===== src/rtl/snake_pkg.sv =====
`default_nettype none
// ============================================================================
// Module      : snake_pkg
// Description : Shared status codes, VGA 640x480 timing constants, colours
//               and small helpers for the snake display pipeline.
// Revision    : 1.0 - initial release
// ============================================================================
package snake_pkg;

  // Per-pixel status returned by the snake logic
  typedef enum logic [1:0] {
    ST_NONE = 2'b00,
    ST_HEAD = 2'b01,
    ST_BODY = 2'b10,
    ST_WALL = 2'b11
  } status_e;

  // Game status driven by the game controller
  typedef enum logic [1:0] {
    GS_RESTART = 2'b00,
    GS_START   = 2'b01,
    GS_PLAY    = 2'b10,
    GS_DIE     = 2'b11
  } game_status_e;

  // die_flash blink controller states
  typedef enum logic [0:0] {
    FL_SHOW  = 1'b0,
    FL_BLINK = 1'b1
  } flash_state_e;

  // Horizontal timing in pixels
  localparam int H_VIS   = 640;
  localparam int H_FP    = 16;
  localparam int H_SYNC  = 96;
  localparam int H_BP    = 48;
  localparam int H_TOTAL = H_VIS + H_FP + H_SYNC + H_BP;

  // Vertical timing in lines
  localparam int V_VIS   = 480;
  localparam int V_FP    = 10;
  localparam int V_SYNC  = 2;
  localparam int V_BP    = 33;
  localparam int V_TOTAL = V_VIS + V_FP + V_SYNC + V_BP;

  // 12-bit {R,G,B} colours
  localparam logic [11:0] COL_BLACK = 12'h000;
  localparam logic [11:0] COL_WALL  = 12'h00F;
  localparam logic [11:0] COL_HEAD  = 12'hFF0;
  localparam logic [11:0] COL_BODY  = 12'h0F0;
  localparam logic [11:0] COL_APPLE = 12'hF00;

  // Inclusive range test used for the sync pulse windows
  function automatic logic in_range(input logic [9:0] v, input int lo, input int hi);
    return (int'(v) >= lo) && (int'(v) <= hi);
  endfunction

endpackage
`default_nettype wire


===== src/rtl/vga_timing_counter.sv =====
`default_nettype none
// ============================================================================
// Module      : vga_timing_counter
// Description : Pixel-tick divider and 800x525 raster counters. Produces the
//               pixel tick and the one-cycle frame wrap pulse.
// Revision    : 1.0 - initial release
// ============================================================================
module vga_timing_counter
  import snake_pkg::*;
#(
  parameter int CLK_DIV = 4
) (
  input  logic       clk,
  input  logic       rst,
  output logic       tick,
  output logic [9:0] x_pos,
  output logic [9:0] y_pos,
  output logic       frame_start
);

  localparam int                 c_DIV_W    = (CLK_DIV > 1) ? $clog2(CLK_DIV) : 1;
  localparam logic [c_DIV_W-1:0] c_DIV_LAST = c_DIV_W'(CLK_DIV - 1);
  localparam logic [9:0]         c_X_LAST   = 10'(H_TOTAL - 1);
  localparam logic [9:0]         c_Y_LAST   = 10'(V_TOTAL - 1);

  logic [c_DIV_W-1:0] r_div_cnt;
  logic [9:0]         r_x_pos;
  logic [9:0]         r_y_pos;

  // With CLK_DIV=1 the divider is pinned at 0, so every cycle is a tick
  assign tick = (r_div_cnt == c_DIV_LAST);

  // Clock divider: free-running 0..CLK_DIV-1
  always_ff @(posedge clk or negedge rst) begin
    if (!rst) begin
      r_div_cnt <= '0;
    end else if (tick) begin
      r_div_cnt <= '0;
    end else begin
      r_div_cnt <= r_div_cnt + 1'b1;
    end
  end

  // Raster counters: x wraps at end of line and carries into y
  always_ff @(posedge clk or negedge rst) begin
    if (!rst) begin
      r_x_pos <= '0;
      r_y_pos <= '0;
    end else if (tick) begin
      if (r_x_pos == c_X_LAST) begin
        r_x_pos <= '0;
        r_y_pos <= (r_y_pos == c_Y_LAST) ? 10'd0 : r_y_pos + 10'd1;
      end else begin
        r_x_pos <= r_x_pos + 10'd1;
      end
    end
  end

  assign x_pos       = r_x_pos;
  assign y_pos       = r_y_pos;
  assign frame_start = tick && (r_x_pos == c_X_LAST) && (r_y_pos == c_Y_LAST);

endmodule
`default_nettype wire


===== src/rtl/snake_vga_scan.sv =====
`default_nettype none
// ============================================================================
// Module      : snake_vga_scan
// Description : VGA raster scanner and pixel renderer for the snake display.
//               Registers sync and colour one pixel behind the counters and
//               generates the die_flash blink used during game over.
// Revision    : 1.0 - initial release
// ============================================================================
module snake_vga_scan
  import snake_pkg::*;
#(
  parameter int CLK_DIV      = 4,
  parameter int FLASH_FRAMES = 15
) (
  input  logic       clk,
  input  logic       rst,
  input  logic [1:0] snake,
  input  logic       apple,
  input  logic [1:0] game_status,
  output logic [9:0] x_pos,
  output logic [9:0] y_pos,
  output logic       hsync,
  output logic       vsync,
  output logic [3:0] vga_r,
  output logic [3:0] vga_g,
  output logic [3:0] vga_b,
  output logic       die_flash,
  output logic       frame_start
);

  localparam int                c_FC_W    = (FLASH_FRAMES > 1) ? $clog2(FLASH_FRAMES) : 1;
  localparam logic [c_FC_W-1:0] c_FC_LAST = c_FC_W'(FLASH_FRAMES - 1);

  logic        w_tick;
  logic        w_vis;
  logic        w_hsync;
  logic        w_vsync;
  logic [11:0] w_rgb;
  logic        r_hsync;
  logic        r_vsync;
  logic [11:0] r_rgb;

  flash_state_e      r_state;
  flash_state_e      w_state_nxt;
  logic [c_FC_W-1:0] r_flash_cnt;
  logic [c_FC_W-1:0] w_flash_cnt_nxt;
  logic              r_die_flash;
  logic              w_die_flash_nxt;

  vga_timing_counter #(
    .CLK_DIV(CLK_DIV)
  ) u_timing (
    .clk        (clk),
    .rst        (rst),
    .tick       (w_tick),
    .x_pos      (x_pos),
    .y_pos      (y_pos),
    .frame_start(frame_start)
  );

  assign w_vis   = (x_pos < 10'(H_VIS)) && (y_pos < 10'(V_VIS));
  assign w_hsync = !in_range(x_pos, H_VIS + H_FP, H_VIS + H_FP + H_SYNC - 1);
  assign w_vsync = !in_range(y_pos, V_VIS + V_FP, V_VIS + V_FP + V_SYNC - 1);

  // Pixel colour for the current counter position, first match wins
  always_comb begin
    w_rgb = COL_BLACK;
    if (!w_vis)                w_rgb = COL_BLACK;
    else if (snake == ST_WALL) w_rgb = COL_WALL;
    else if (snake == ST_HEAD) w_rgb = COL_HEAD;
    else if (snake == ST_BODY) w_rgb = COL_BODY;
    else if (apple)            w_rgb = COL_APPLE;
  end

  // Render register: sync and colour for the pixel sampled on this tick
  always_ff @(posedge clk or negedge rst) begin
    if (!rst) begin
      r_hsync <= 1'b1;
      r_vsync <= 1'b1;
      r_rgb   <= COL_BLACK;
    end else if (w_tick) begin
      r_hsync <= w_hsync;
      r_vsync <= w_vsync;
      r_rgb   <= w_rgb;
    end
  end

  assign hsync                 = r_hsync;
  assign vsync                 = r_vsync;
  assign {vga_r, vga_g, vga_b} = r_rgb;

  // Flash controller state register
  always_ff @(posedge clk or negedge rst) begin
    if (!rst) begin
      r_state     <= FL_SHOW;
      r_flash_cnt <= '0;
      r_die_flash <= 1'b1;
    end else begin
      r_state     <= w_state_nxt;
      r_flash_cnt <= w_flash_cnt_nxt;
      r_die_flash <= w_die_flash_nxt;
    end
  end

  // Flash controller next state: count frames while dead, toggle on the last
  always_comb begin
    w_state_nxt     = r_state;
    w_flash_cnt_nxt = r_flash_cnt;
    w_die_flash_nxt = r_die_flash;
    if (game_status != GS_DIE) begin
      w_state_nxt     = FL_SHOW;
      w_flash_cnt_nxt = '0;
      w_die_flash_nxt = 1'b1;
    end else begin
      w_state_nxt = FL_BLINK;
      if (frame_start) begin
        if (r_flash_cnt == c_FC_LAST) begin
          w_flash_cnt_nxt = '0;
          w_die_flash_nxt = !r_die_flash;
        end else begin
          w_flash_cnt_nxt = r_flash_cnt + 1'b1;
        end
      end
    end
  end

  assign die_flash = r_die_flash;

endmodule
`default_nettype wire


===== config.mk =====
export PLATFORM = sky130hd
export DESIGN_NAME = snake_vga_scan
export DESIGN_NICKNAME = d
export VERILOG_FILES = /design/src/rtl/snake_pkg.sv /design/src/rtl/vga_timing_counter.sv /design/src/rtl/snake_vga_scan.sv
export SDC_FILE = /design/constraint.sdc
export NUM_CORES = 1
export LEC_CHECK = 0
export BUFFER_PORTS_ARGS = -buffer_cell sky130_fd_sc_hd__clkbuf_2
export CELL_PAD_IN_SITES_DETAIL_PLACEMENT = 0
export CELL_PAD_IN_SITES_GLOBAL_PLACEMENT = 1
export CORE_UTILIZATION = 40
export DETAILED_ROUTE_END_ITERATION = 6
export PLACE_DENSITY = 0.8
export SLEW_MARGIN = 20
export SYNTH_ARGS = -nofsm -noshare
export SYNTH_HDL_FRONTEND = slang
export SYNTH_SLANG_ARGS = --single-unit

===== constraint.sdc =====
create_clock -name clk -period 2.6 [get_ports clk]
set_input_delay 0.26 -clock clk [delete_from_list [all_inputs] [get_ports clk]]
set_output_delay 0.26 -clock clk [all_outputs]
set_load 0.01 [all_outputs]

==> run_results.csv <==
group,metric,value,unit
critical_path,cp-start-kind,"flip-flop",
detailed_routing,drt_iter0_drc,72,
detailed_routing,drc,0,
cts,cts_tree,"built",
global_routing,met3_usage,4.65,%
yosys,yosysSeqAreaShare,43.8,%
cts,cts_resized,0,
yosys,yosys_warnings,0,
sta,skew,0.0107,ns
floorplan,io_pins,43,
critical_path,path_cells,"inv_1 -> ha_1 -> and4bb_2 -> nand4_1 -> nor2_2 -> clkbuf_2",
critical_path,critical_path_arrival,2.08,ns
yosys,ys_seq_elements,32,
cts,cts_sinks,32,
sta,rsz0062_at_grt,"no",
cts,clk_pin_slew,0.08,ns
detailed_routing,viasPerCell,5.41,
global_routing,busiest_layer,"met2",
flow_run,maxCapViolCount,0,
place,dpl-instance-area,0.00197,mm2
cts,clock_latency,0.29,ns
global_routing,grt_max_degree,33,
yosys,synth_most_common_cell,"dfrtp_1",
power_and_ir_drop,powerDensity,493,mW/mm2
global_routing,grt_pass1_wl,6700,um
layout,drive_above_1_share,30.0,%
yosys,netlist_area,0.00184,mm2
floorplan,initial_utilization,41.9,%
place,place_congestion,0.811,
power_and_ir_drop,p_leak,0.00100,uW
detailed_routing,antenna_left,0,
yosys,synth_edf_count,0,
sta,drv_slew,0,
global_routing,met2_usage,25.4,%
yosys,async_flop_share,100,%
place,dp_hpwl,2740,um
cts,clockBufferDepth,2,
critical_path,worst-setup-path-type,"reg2out",
layout,nets,232,
critical_path,critPathCaptureType,"output pin",
critical_path,critPathMaxFanout,9,
sta,fin_crit_sh,89.9,%
floorplan,core_area,0.00438,mm2
floorplan,dieArea,0.00487,mm2
sta,worstMarginPinSlew,0.794,ns
critical_path,worst_path_max_delay_cell,"dfrtp_1",
cts,cts_max_level,2,
floorplan,die_w,69.8,um
yosys,syn_inst,181,
sta,setup_tns,0,ns
cts,numCtsBuffers,5,
place,io_buffers,42,
yosys,synth_area_per_cell,10.2,um2
yosys,netlist.area_leader.share,39.5,%
floorplan,die_h,69.8,um
yosys,synth_cell_types,40,
global_routing,grt_pass1_vias,1363,
run_status,status,"completed",
sta,fmaxAchievable,428,MHz
global_routing,grtUsageMet1,25.2,%
yosys,synthTopCellsByArea,"dfrtp_1 39%, ha_1 6.1%, dfstp_2 4.3%, buf_4 4.1%, nand4_1 3.4%",
sta,finalCriticalPeriod,2.34,ns
detailed_routing,routed_wl,3850,um
global_routing,grtUsageTotal,17.5,%
global_routing,grt.overflow.total,0,
hold_path,hold_class,"in2async",
layout,diodes,0,
critical_path,cpPeakStageDelay,0.43,ns
yosys,synth_common_cells,"29 x dfrtp_1, 15 x nor2_1, 11 x inv_1, 11 x nand3_1",
cts,hold_buffers,0,
global_routing,antenna_found_initial,0,
yosys,synth_nets,197,
detailed_routing,routedWlPerCell,14.3,um
detailed_routing,first_pass_iters,4,
sta,setup_violations,0,
sta,finalHoldViolCount,0,
sta,slew_headroom,47.1,%
detailed_routing,via_count,1454,
layout,nFillCells,426,
layout,design_area,0.00209,mm2
critical_path,ff2ff_setup_slack,0.57,ns
layout,areaGrowthSynthToFinish,13.6,%
cts,cts_setup_buffers,0,
critical_path,worstPathRequired,2.34,ns
floorplan,row_count,24,
power_and_ir_drop,vdd_drop_max,367,uV
yosys,yosysTopAreaCell,"dfrtp_1",
yosys,synth_flop_cell,"dfrtp_1",
cts,cts-root-buf,"clkbuf_8",
==> registers in the layout, indices dropped and copies added (netlist names) <==
signal,flops
r_flash_cnt,4
u_timing.x_pos,10
die_flash,1
u_timing.r_div_cnt,2
hsync,1
u_timing.y_pos,10
r_rgb,3
vsync,1
==> cells in the final DEF (no fill, tap or decap), drive strengths merged, types with 2 or more instances in the layout <==
| cell | synthesis | final |
|---|---|---|
| xnor2 | 7 | 7 |
| o21ai | 7 | 7 |
| o31ai | 4 | 4 |
| nand4b | 2 | 2 |
| inv | 11 | 11 |
| nor2 | 15 | 15 |
| dfstp | 3 | 3 |
| xor2 | 7 | 7 |
| or4 | 3 | 3 |
| clkbuf | 2 | 47 |
| ha | 9 | 9 |
| nor4 | 3 | 3 |
| and3 | 2 | 2 |
| nand2 | 10 | 10 |
| and4 | 2 | 2 |
| nor3 | 8 | 8 |
| nand4 | 11 | 11 |
| o22ai | 3 | 3 |
| dfrtp | 29 | 29 |
| a21oi | 6 | 6 |
| nand3 | 12 | 12 |
| and2 | 2 | 2 |
==> layout make-up <==
type,count,area [um2],area share [%]
Clock buffer,5,68.8,3.30
Clock inverter,3,42.5,2.04
Inverter,11,41.3,1.98
Multi-Input combinational cell,123,848,40.6
Sequential cell,32,805,38.5
Tap cell,52,65.1,3.12
Timing Repair Buffer,43,218,10.4
==> through the flow <==
stage	util, %	instances	hold slack, ns	power, uW	setup WS [ns]
global placement	45.0	261	0.381	561	0.561
detailed placement	45.0	261	0.382	562	0.486
floorplan	-	181	-0.0356	546	0.775
finish	47.6	269	0.0374	1030	0.262
CTS	47.6	269	0.0724	1040	0.160
global route	47.6	269	0.111	1060	0.105
==> final timing paths <==
path                                        from               endpoint  cells past startpoint
min                                          rst              r_rgb[10]                      1
min in group clk                           apple              r_rgb[10]                      3
max in group asynchronous                    rst      u_timing.y_pos[2]                      1
max reg2reg                u_timing.r_div_cnt[0]      u_timing.y_pos[9]                      5
max                            u_timing.y_pos[1]            frame_start                      6
min reg2reg                u_timing.r_div_cnt[0]  u_timing.r_div_cnt[0]                      1
==> power by group <==
| part | total [uW] | leakage [uW] | switching, uW | internal (uW) |
|---|---|---|---|---|
| registers | 506 | 0.000417 | 4.13 | 501 |
| clock network | 478 | 0.0000541 | 194 | 283 |
| logic | 45.4 | 0.000528 | 28.3 | 17.1 |
| total | 1030 | 0.00100 | 227 | 802 |
==> critical path: cells and delay by family, from the launching register on <==
| kind | cells | cell delay (ns) |
|---|---|---|
| simple gates | 3 | 0.89 |
| flops | 1 | 0.43 |
| buf+inv | 2 | 0.32 |
| fa+ha+maj | 1 | 0.16 |
==> metal layers <==
metal / up-vias / routed length, um
met5: - / 0
met4: 0 / 55
met3: 6 / 189
met2: 45 / 1740
met1: 699 / 1860
li1: 704 / -
==> cells by family after synthesis <==
| logic type | after synthesis | share of synthesized area (%) |
|---|---|---|
| buffers and inverters | 26 | 10.2 |
| AO/OA/AOI/OAI | 24 | 7.97 |
| AND/OR/NAND/NOR | 75 | 24.7 |
| adder cells (fa/ha/maj) | 9 | 6.13 |
| XOR/XNOR | 14 | 6.67 |
| multiplexers | 1 | 0.545 |
| flip-flops | 32 | 43.8 |
Power figures use the tool's default switching activity.
